<file path="src/rtl/seq_detector_param.sv">
`default_nettype none
// ============================================================================
//  Module   : seq_detector_param
//  Purpose  : Serial pattern detector with a loadable pattern, overlapping or
//             non-overlapping detection and an optional saturating match
//             counter (compiled in when SEQ_DET_MATCH_CNT_EN is defined).
//  Revision : 1.0 - initial release
// ============================================================================
module seq_detector_param #(
    parameter int               PAT_W       = 4,
    parameter logic [PAT_W-1:0] RST_PATTERN = 4'b1010,
    parameter int               CNT_W       = 8
) (
    input  logic             clk,
    input  logic             rst,
    input  logic             in_valid,
    input  logic             in,
    input  logic             pat_load,
    input  logic [PAT_W-1:0] pat_value,
    input  logic             overlap_en,
    input  logic             cnt_clr,
    output logic             out,
    output logic [CNT_W-1:0] match_cnt
);

    localparam int                  c_FILL_W    = $clog2(PAT_W + 1);
    localparam logic [c_FILL_W-1:0] c_FILL_FULL = c_FILL_W'(PAT_W);

    logic [PAT_W-1:0]    r_hist;
    logic [PAT_W-1:0]    r_pat;
    logic [c_FILL_W-1:0] r_fill;
    logic                r_out;

    logic [PAT_W-1:0]    w_hist_nxt;
    logic [c_FILL_W-1:0] w_fill_inc;
    logic                w_match;

    always_comb begin
        w_hist_nxt = {r_hist[PAT_W-2:0], in};
        w_fill_inc = (r_fill == c_FILL_FULL) ? c_FILL_FULL : r_fill + c_FILL_W'(1);
        w_match    = in_valid && !pat_load && (w_fill_inc == c_FILL_FULL)
                     && (w_hist_nxt == r_pat);
    end

    // A load discards any bit presented in the same cycle.
    always_ff @(posedge clk or negedge rst) begin
        if (!rst) begin
            r_hist <= '0;
            r_fill <= '0;
            r_pat  <= RST_PATTERN;
            r_out  <= 1'b0;
        end else if (pat_load) begin
            r_pat  <= pat_value;
            r_fill <= '0;
            r_out  <= 1'b0;
        end else if (in_valid) begin
            r_hist <= w_hist_nxt;
            r_fill <= (w_match && !overlap_en) ? '0 : w_fill_inc;
            r_out  <= w_match;
        end else begin
            r_out  <= 1'b0;
        end
    end

    assign out = r_out;

`ifdef SEQ_DET_MATCH_CNT_EN
    localparam logic [CNT_W-1:0] c_CNT_MAX = '1;

    logic [CNT_W-1:0] r_match_cnt;

    // A clear coincident with a match leaves that match counted.
    always_ff @(posedge clk or negedge rst) begin
        if (!rst) begin
            r_match_cnt <= '0;
        end else if (cnt_clr) begin
            r_match_cnt <= w_match ? CNT_W'(1) : '0;
        end else if (w_match && (r_match_cnt != c_CNT_MAX)) begin
            r_match_cnt <= r_match_cnt + CNT_W'(1);
        end
    end

    assign match_cnt = r_match_cnt;
`else
    logic w_unused_cnt_clr;

    assign w_unused_cnt_clr = cnt_clr;
    assign match_cnt        = '0;
`endif

endmodule
`default_nettype wire

</file>
<file path="config.mk">
export PLATFORM = sky130hd
export DESIGN_NAME = seq_detector_param
export DESIGN_NICKNAME = d
export VERILOG_FILES = /design/src/rtl/seq_detector_param.sv
export SDC_FILE = /design/constraint.sdc
export NUM_CORES = 1
export LEC_CHECK = 0
export BUFFER_PORTS_ARGS = -buffer_cell sky130_fd_sc_hd__buf_4
export CORE_AREA = 2 2 39 41
export DETAILED_ROUTE_END_ITERATION = 10
export DIE_AREA = 0 0 41 43
export PLACE_DENSITY_LB_ADDON = 0.05
export SETUP_SLACK_MARGIN = 0.2
export SYNTH_ARGS = -nofsm -noshare
export SYNTH_HDL_FRONTEND = slang
export SYNTH_SLANG_ARGS = --single-unit
</file>
<file path="constraint.sdc">
create_clock -name clk -period 2.6 [get_ports clk]
set_input_delay 0.13 -clock clk [delete_from_list [all_inputs] [get_ports clk]]
set_output_delay 0.13 -clock clk [all_outputs]
set_load 0.02 [all_outputs]
</file>
Word level (Yosys, flattened, before mapping)
Cells that the tools add are included.
{ "totals": {"reg_bits": 11, "latch_bits": 0, "mem_bits_rw": 0, "romBits": 0, "in_bits": 11, "output_inout_bits": 9, "wordCells": 23, "n_memories": 0} }
{ "classes": {"addsub": 1, "mul": 0, "n_div": 0, "n_lt_le_gt_ge": 0, "n_eq_ne": 3, "shifts": 0, "mux": 6, "n_bitwise": 1, "reduce_logical": 8} }
{ "op_table": {"columns": ["operator", "count"], "rows": [
  ["3-bit 2-to-1 mux", 4],
  ["3-bit == test (second input constant)", 2],
  ["4-bit == test", 1],
  ["1-bit logical AND", 4],
  ["3-bit by 1-bit adder with 3-bit output (second input constant)", 1],
  ["1-bit zero test", 2],
  ["1-bit 2-to-1 mux", 2],
  ["2-bit AND reduction", 1],
  ["2-bit nonzero test", 1],
  ["1-bit inverter", 1]
]} }

Longest topological paths before layout
Gate-level depths: netlist (run 1).
{ "depth": {"word_depth": 9, "mapped_depth": 5, "depth_no_buf": 5} }

Worst setup path before layout (run 1)
OpenSTA, ideal clock, no wires.
{ "synth_path": {"path_type": "reg-to-reg", "startpoint": "reg r_fill[0]", "endpoint": "reg r_out (netlist: out)", "setup_time_ps": 67, "arrival_ps": 1329, "required_ps": 2533, "setup_slack_ps": 1204, "stages_incl_launch_ff": 6, "n_path_buf": 0, "period_less_slack_ps": 1396, "path_cell_list": "dfrtp_1 > inv_1 > ha_1 > and3b_1 > or3_1 > and3b_1"} }
{ "synth_via": {"elab_chain_cells": 7, "word_cells_on_any_way": 8, "cone_classes": "1 x add/sub; 2 x eq/ne; 3 x mux; 2 x reduce/logical"} }
{ "synth_rtl": {"columns": ["element", "line", "rtl"], "rows": [
  ["start: declaration", "31", "logic [c_FILL_W-1:0] r_fill;"],
  ["start signal: assignment", "58", "r_fill <= (w_match && !overlap_en) ? '0 : w_fill_inc;"],
  ["3-bit by 1-bit adder with 3-bit output / 3-bit == test (equally long branches)", "40", "w_fill_inc = (r_fill == c_FILL_FULL) ? c_FILL_FULL : r_fill + c_FILL_W'(1);"],
  ["3-bit 2-to-1 mux (*)", "40", null],
  ["3-bit == test (*)", "41", "w_match = in_valid && !pat_load && (w_fill_inc == c_FILL_FULL)"],
  ["1-bit logical AND (*)", "41", null],
  ["1-bit logical AND (*)", "42", "&& (w_hist_nxt == r_pat);"],
  ["1-bit 2-to-1 mux (*)", "56", "end else if (in_valid) begin"],
  ["1-bit 2-to-1 mux (*)", "52", "end else if (pat_load) begin"],
  ["end signal: assignment", "59", "r_out <= w_match;"],
  ["end: declaration", "32", "logic r_out;"]
]} }
Mark *: on every way between the ends. The rest lies on a longest branch, timed or not.
A chain may end at the register's enable or synchronous reset.

Worst setup path after layout (run 1)
Same ends and word-level chain as after synthesis.

==> metrics.csv, run 1 <==
stage,metric,value,unit
clock_network,clock_path_buffers,2,
yosys,ys_ff_latch,11,
timing,rsz0062_at_grt,no,
die,die_h,43,microns
global_routing,track_usage,13.0,%
timing,slew_viol_final,0,
yosys,netlist_area,614,sq um
yosys,avgSynthCellArea,11.6,sq um
global_routing,antenna_found_initial,0,
power,ir_drop,0.308,mV
yosys,yosysSeqAreaShare,45.2,%
drt,vias,384,
timing,clock-skew-final,8.65,ps
yosys,netlist_instances,53,
critical_path,required,2810,ps
clock_network,cts-root-buf,clkbuf_4,
die,dieArea,1760,sq um
global_routing,grt_max_degree,12,
yosys,yosysWarnings,0,
cells_and_area,drive_gt1_share,34.8,%
global_routing,grt_pass1_wl,1470,microns
clock_network,cts_resized,0,
min_path,holdCritPathClass,input pin to register,
clock_network,cts_tree,yes,
critical_path,path_buf_inv,1,
critical_path,worstPathArrival,1690,ps
critical_path,crit_fanout,4,
global_routing,overflow,0,
timing,finalCriticalPeriod,1480,ps
drt,routedWlPerCell,11.1,microns
global_routing,first_global_vias,384,
cells_and_area,regArea,278,sq um
critical_path,cpMostUsedCell,and3b_1,
drt,via_per_inst,4.68,
die,io_pins,20,
yosys,synth_top_area_share,36.7,%
power,power_density,571,nW/um^2
power,p_leak,0.344,nW
yosys,ys_types,22,
critical_path,crit_path_start_kind,register,
drt,firstDrtPassIters,2,
timing,fmax,674,MHz
cells_and_area,fill_cells,141,
critical_path,path_cells,inv_1 > ha_1 > and3b_1 > or3_1 > and3b_1,
drt,first_iter_violations,1,
cells_and_area,multi_input_area,284,sq um
power,power.total,0.000400,W
clock_network,clock_latency,260,ps
critical_path,endpoint_kind,register,
run_status,status,"complete, no violations",
clock_network,clk_pin_slew,70,ps
die,core,1380,sq um
timing,setup_viol,0,
timing,hold_viol,0,
clock_network,cts.sinks,11,
run,drv_cap,0,
place,placed_cells,77,
cells_and_area,nets,80,
place,gp_congestion,0.613,
yosys,synth.area.top_cells,"dfrtp_1, mux2_2, buf_4",
die,fp-row-count,14,
drt,post-route-drc-count,0,
die,start_util,44.4,%
drt,routed_wl,907,microns
die,die_x,41,microns
drt,ant_nets,0,
cells_and_area,antenna_cells,0,
critical_path,crit_family,simple AND/OR/NAND/NOR gates,
clock_network,cts_made_buffers,3,
timing,post-route-period-util,57.0,%
critical_path,path_class,register to register,
place,io_buffer_count,10,
timing,fin_hold_ws,89.9,ps
place,hpwl,665,microns
timing,tns,0,ps
yosys,synth_top_cell_by_area,dfrtp_1,
cells_and_area,area_growth,14.1,%
critical_path,slowest_delay,410,ps
cells_and_area,stdcell_count,82,
clock_network,cts_htree_levels,1,
critical_path,crit_slowest_cell,dfrtp_1,
[cells by family (layout without fill, tap and decap cells)]
logic type / after synthesis / after routing / share of synthesized area, %
other: 1 / 8 / 0.610
adders and majority gates: 2 / 2 / 4.07
xor gates and xnor gates: 4 / 4 / 5.70
buffers and inverters: 11 / 17 / 12.8
DFF: 11 / 11 / 45.2
AOI/OAI and AO/OA: 3 / 3 / 2.85
and+or+nand+nor: 13 / 13 / 14.3
muxes: 8 / 8 / 14.5
[registers in the layout, indices dropped and copies added, names as in the netlist]
register	flops
r_pat	4
r_hist	3
out	1
r_fill	3
[where the power goes]
part           internal, W  leakage (nW)  total (W)  switching, W
sequential        0.000194         0.134   0.000208     0.0000146
combinational    0.0000397         0.194  0.0000782     0.0000385
clock            0.0000592        0.0150   0.000113     0.0000542
total             0.000293         0.344   0.000400      0.000107
[stage by stage]
step	setup slack, ps	util (%)	area (sq um)
6_report	1120	50.6	701
5_1_grt	1010	50.6	701
4_1_cts	1110	50.6	701
3_5_place_dp	1120	48.0	664
3_3_place_gp	1110	48.0	664
2_1_floorplan	1200	-	641
[layout make-up]
type | count | share of cell area [%]
repair buffers | 11 | 12.1
inverters | 2 | 1.07
multi-input cells | 38 | 40.5
clock buffers | 4 | 3.75
flip-flops and latches | 11 | 39.6
well taps | 16 | 2.86
[synth_stat cells]
library cell and instances:
mux2i_1 1, nand2_1 1, xor2_1 4, or3b_1 1, nand3_1 1, nand2b_4 1
a21oi_1 2, conb_1 1, nor4_1 1, nand2b_1 1, mux2_2 7, a22oi_1 1
nor4b_1 1, inv_1 2, dfstp_2 2, buf_4 8, nor2_1 3, ha_1 2
and3b_1 2, buf_6 1, dfrtp_1 9, or3_1 1
[routing by layer]
metal	global-route usage, %	part of all wire (%)	up-vias
met4	4.00	0	0
met3	7.85	6.3	0
met1	13.1	41	183
met5	0	0	-
li1	-	-	189
met2	21.3	53	12
[timing repair]
| action | CTS | global route |
|---|---|---|
| hold buffers | 1 | 0 |
| buffers inserted | 0 | 0 |
| hold endpoints to repair | 11 | 0 |
[cells in the final DEF, fill, tap and decap left out, types with 2 or more instances in the layout]
master,instances
buf_4,10
dfstp_2,2
nor2_1,3
a21oi_1,2
mux2_2,7
and3b_1,2
inv_1,2
dfrtp_1,9
conb_1,8
ha_1,2
clkbuf_4,3
xor2_1,4
[path summary, 6_finish.rpt]
| check | startpoint | endpoint | slack, ps | depth (start not counted) |
|---|---|---|---|---|
| hold reg to reg | r_pat[0] | r_pat[0] | 530 | 1 |
| hold / removal | pat_load | r_fill[0] | 90 | 2 |
| setup reg to reg | r_fill[0] | out | 1120 | 5 |
| min in group asynchronous | rst | r_fill[0] | 240 | 2 |
| setup / recovery | r_fill[0] | out | 1120 | 5 |
| max in group asynchronous | rst | r_pat[3] | 2130 | 2 |
(Power assumes the default switching activity.)
==> run 2: changes to the inputs <==
- CORE_AREA: 2 2 39 41 -> default
- CORE_MARGIN: default -> 2
- CORE_UTILIZATION: default -> 47
- DIE_AREA: 0 0 41 43 -> default
- clock period: 2.6 -> 1.5 ns (I/O delays scaled with it)
==> run 2 against run 1 <==
  * Register-to-register slack worse by 1000 ps
  * Clock skew is 5.8 ps lower
  * Worst setup slack worse by 1000 ps
  * Combinational power is 98% higher
  * Hold slack worse by 52 ps
  * Core utilization is 8.3 points higher
  * First-iteration DRC count grew to 6.0 times the previous value
  * Largest power group unchanged
  * Sequential share of layout area is 2.0 points lower
  * Largest cell class unchanged
  * Critical path depth stayed put
  * Via count is 0.26% higher
  * Routed wire length is 4.7% higher
  * Non-clock buffer count is 1 higher
==> metrics.csv, run 2 (synthesis results as in run 1) <==
stage,metric,value,unit,change
die,fp-row-count,13,,-1
critical_path,crit_path_start_kind,register,,
cells_and_area,drive_gt1_share,46.3,%,+11 points
timing,clock-skew-final,2.81,ps,-5.84 ps
drt,ant_nets,0,,unchanged
timing,rsz0062_at_grt,yes,,
timing,slew_viol_final,0,,unchanged
critical_path,endpoint_kind,register,,
cells_and_area,area_growth,20.2,%,
critical_path,crit_slowest_cell,dfrtp_1,,
power,switching_share,27.6,%,+0.75 points
place,gp_congestion,0.635,,+3.7%
drt,firstDrtPassIters,5,,+3
die,dieArea,1610,sq um,-8.5%
drt,post-route-drc-count,0,,unchanged
timing,fmax,699,MHz,+3.7%
critical_path,path_class,register to register,,
cells_and_area,final_cell_mix,"buf_4, dfrtp_1, conb_1, mux2_2, xor2_1",,
cells_and_area,antenna_cells,0,,unchanged
clock_network,cts.sinks,11,,unchanged
global_routing,grt_max_degree,12,,unchanged
timing,fin_hold_ws,37.6,ps,-52.3 ps
drt,via_per_inst,4.70,,+0.26%
place,placed_cells,76,,-1.3%
cells_and_area,top_register,r_pat,,
die,start_util,49.1,%,+4.7 points
clock_network,cts_tree,yes,,
cells_and_area,stdcell_count,82,,unchanged
clock_network,clock_latency,260,ps,about the same
cells_and_area,fill_cells,128,,-9.2%
timing,setup_viol,0,,unchanged
power,comb_power_share,21.6,%,+2.0 points
place,io_buffer_count,10,,unchanged
run_status,status,"complete, no violations",,
critical_path,setup.worst_path.start,r_fill[0],,
global_routing,grt_pass1_wl,1540,microns,+4.7%
power,seqPwrFrac,50.7,%,-1.4 points
power,power_density,968,nW/um^2,+70%
critical_path,required,1700,ps,-1110 ps
cells_and_area,nets,81,,+1.3%
global_routing,antenna_found_initial,0,,unchanged
global_routing,track_usage,15.1,%,+2.1 points
critical_path,crit_family,simple AND/OR/NAND/NOR gates,,
clock_network,clock_path_buffers,2,,unchanged
timing,tns,0,ps,unchanged
critical_path,crit_fanout,4,,unchanged
clock_network,cts_made_buffers,3,,unchanged
cells_and_area,largestRegisters,"r_pat x4, r_fill x3, r_hist x3",,
min_path,min_from,pat_load,,
place,hpwl,696,microns,+4.7%
timing,finalCriticalPeriod,1430,ps,-53.3 ps
die,io_pins,20,,unchanged
drt,routedWlPerCell,11.6,microns,+4.7%
critical_path,slowest_delay,420,ps,about the same
critical_path,path_cells,inv_2 > ha_4 > and3b_1 > or3_4 > and3b_1,,
critical_path,cpMostUsedCell,and3b_1,,
drt,routed_wl,950,microns,+4.7%
cells_and_area,regArea,278,sq um,unchanged
critical_path,worstPathArrival,1630,ps,-60 ps
power,ir_drop,0.582,mV,+89%
run,drv_cap,0,,unchanged
cells_and_area,multi_input_area,315,sq um,+11%
die,core,1250,sq um,-9.5%
cells_and_area,largest_reg_flops,4,,unchanged
clock_network,cts-root-buf,clkbuf_4,,
die,die_h,40.2,microns,-6.6%
clock_network,cts_htree_levels,1,,unchanged
die,die_x,40.2,microns,-2.1%
drt,first_iter_violations,6,,+5
global_routing,first_global_vias,372,,-3.1%
timing,hold_viol,0,,unchanged
power,p_switching,0.000197,W,+84%
power,p_int,0.000517,W,+77%
critical_path,reg2reg_from,r_fill[0],,
power,clkPwrFrac,27.6,%,-0.8 points
cells_and_area,fin_util,58.9,%,+8.3 points
drt,vias,385,,+0.26%
power,p_leak,0.349,nW,+1.5%
critical_path,path_buf_inv,1,,unchanged
clock_network,clk_pin_slew,70,ps,about the same
global_routing,overflow,0,,unchanged
cells_and_area,final_common_cell,buf_4,,
timing,post-route-period-util,95.3,%,+38 points
min_path,holdCritPathClass,input pin to register,,
-- run 2: power by group through the flow --
| stage | Combinational [W] | Clock, W | Sequential (W) |
|---|---|---|---|
| 6_report | 0.000155 | 0.000197 | 0.000362 |
| 5_1_grt | 0.000174 | 0.000221 | 0.000367 |
| 4_1_cts | 0.000145 | 0.000209 | 0.000363 |
| 3_5_place_dp | 0.000134 | 0 | 0.000368 |
| 3_3_place_gp | 0.000132 | 0 | 0.000367 |
| 2_1_floorplan | 0.000115 | 0 | 0.000361 |
-- run 2: routing by layer --
| layer | routed length (microns) | vias to the layer above | GRT usage, % |
|---|---|---|---|
| li1 | - | 190 | - |
| met2 | 469 | 11 | 25.0 |
| met5 | 0 | - | 0 |
| met4 | 5 | 0 | 10.3 |
| met1 | 421 | 182 | 17.1 |
| met3 | 54 | 2 | 3.33 |
-- run 2: worst paths after layout --
check / endpoint / slack, ps / cells after the start
worst min-delay path: r_fill[1] / 40 / 2
worst max-delay path: out / 70 / 5
max in group asynchronous: r_pat[3] / 1100 / 2
min in group asynchronous: r_fill[1] / 170 / 2
worst min register to register: r_pat[0] / 530 / 1
worst max register to register: out / 70 / 5
-- run 2: metrics by stage --
step                cell area, sq um  total power [W]  worst slack (ps)
floorplan                        643         0.000476               142
global placement                 666         0.000499              51.3
global route                     738         0.000761              14.6
CTS                              722         0.000717              86.5
finish                           738         0.000714              70.3
detailed placement               666         0.000502              54.6
-- run 2: cell type report --
| cell class | instances | share of cell area, % |
|---|---|---|
| Tap cell | 15 | 2.54 |
| Sequential cell | 11 | 37.6 |
| Timing Repair Buffer | 12 | 12.5 |
| Clock buffer | 4 | 3.56 |
| Inverter | 2 | 1.02 |
| Multi-Input combinational cell | 38 | 42.7 |
-- run 2: timing repair --
action	in CTS	in global routing
hold buffers	1	0
pin swaps	1	0
resized for setup	4	3
buffers inserted	1	0
endpoints found under the setup margin	2	2
hold endpoints to repair	11	0
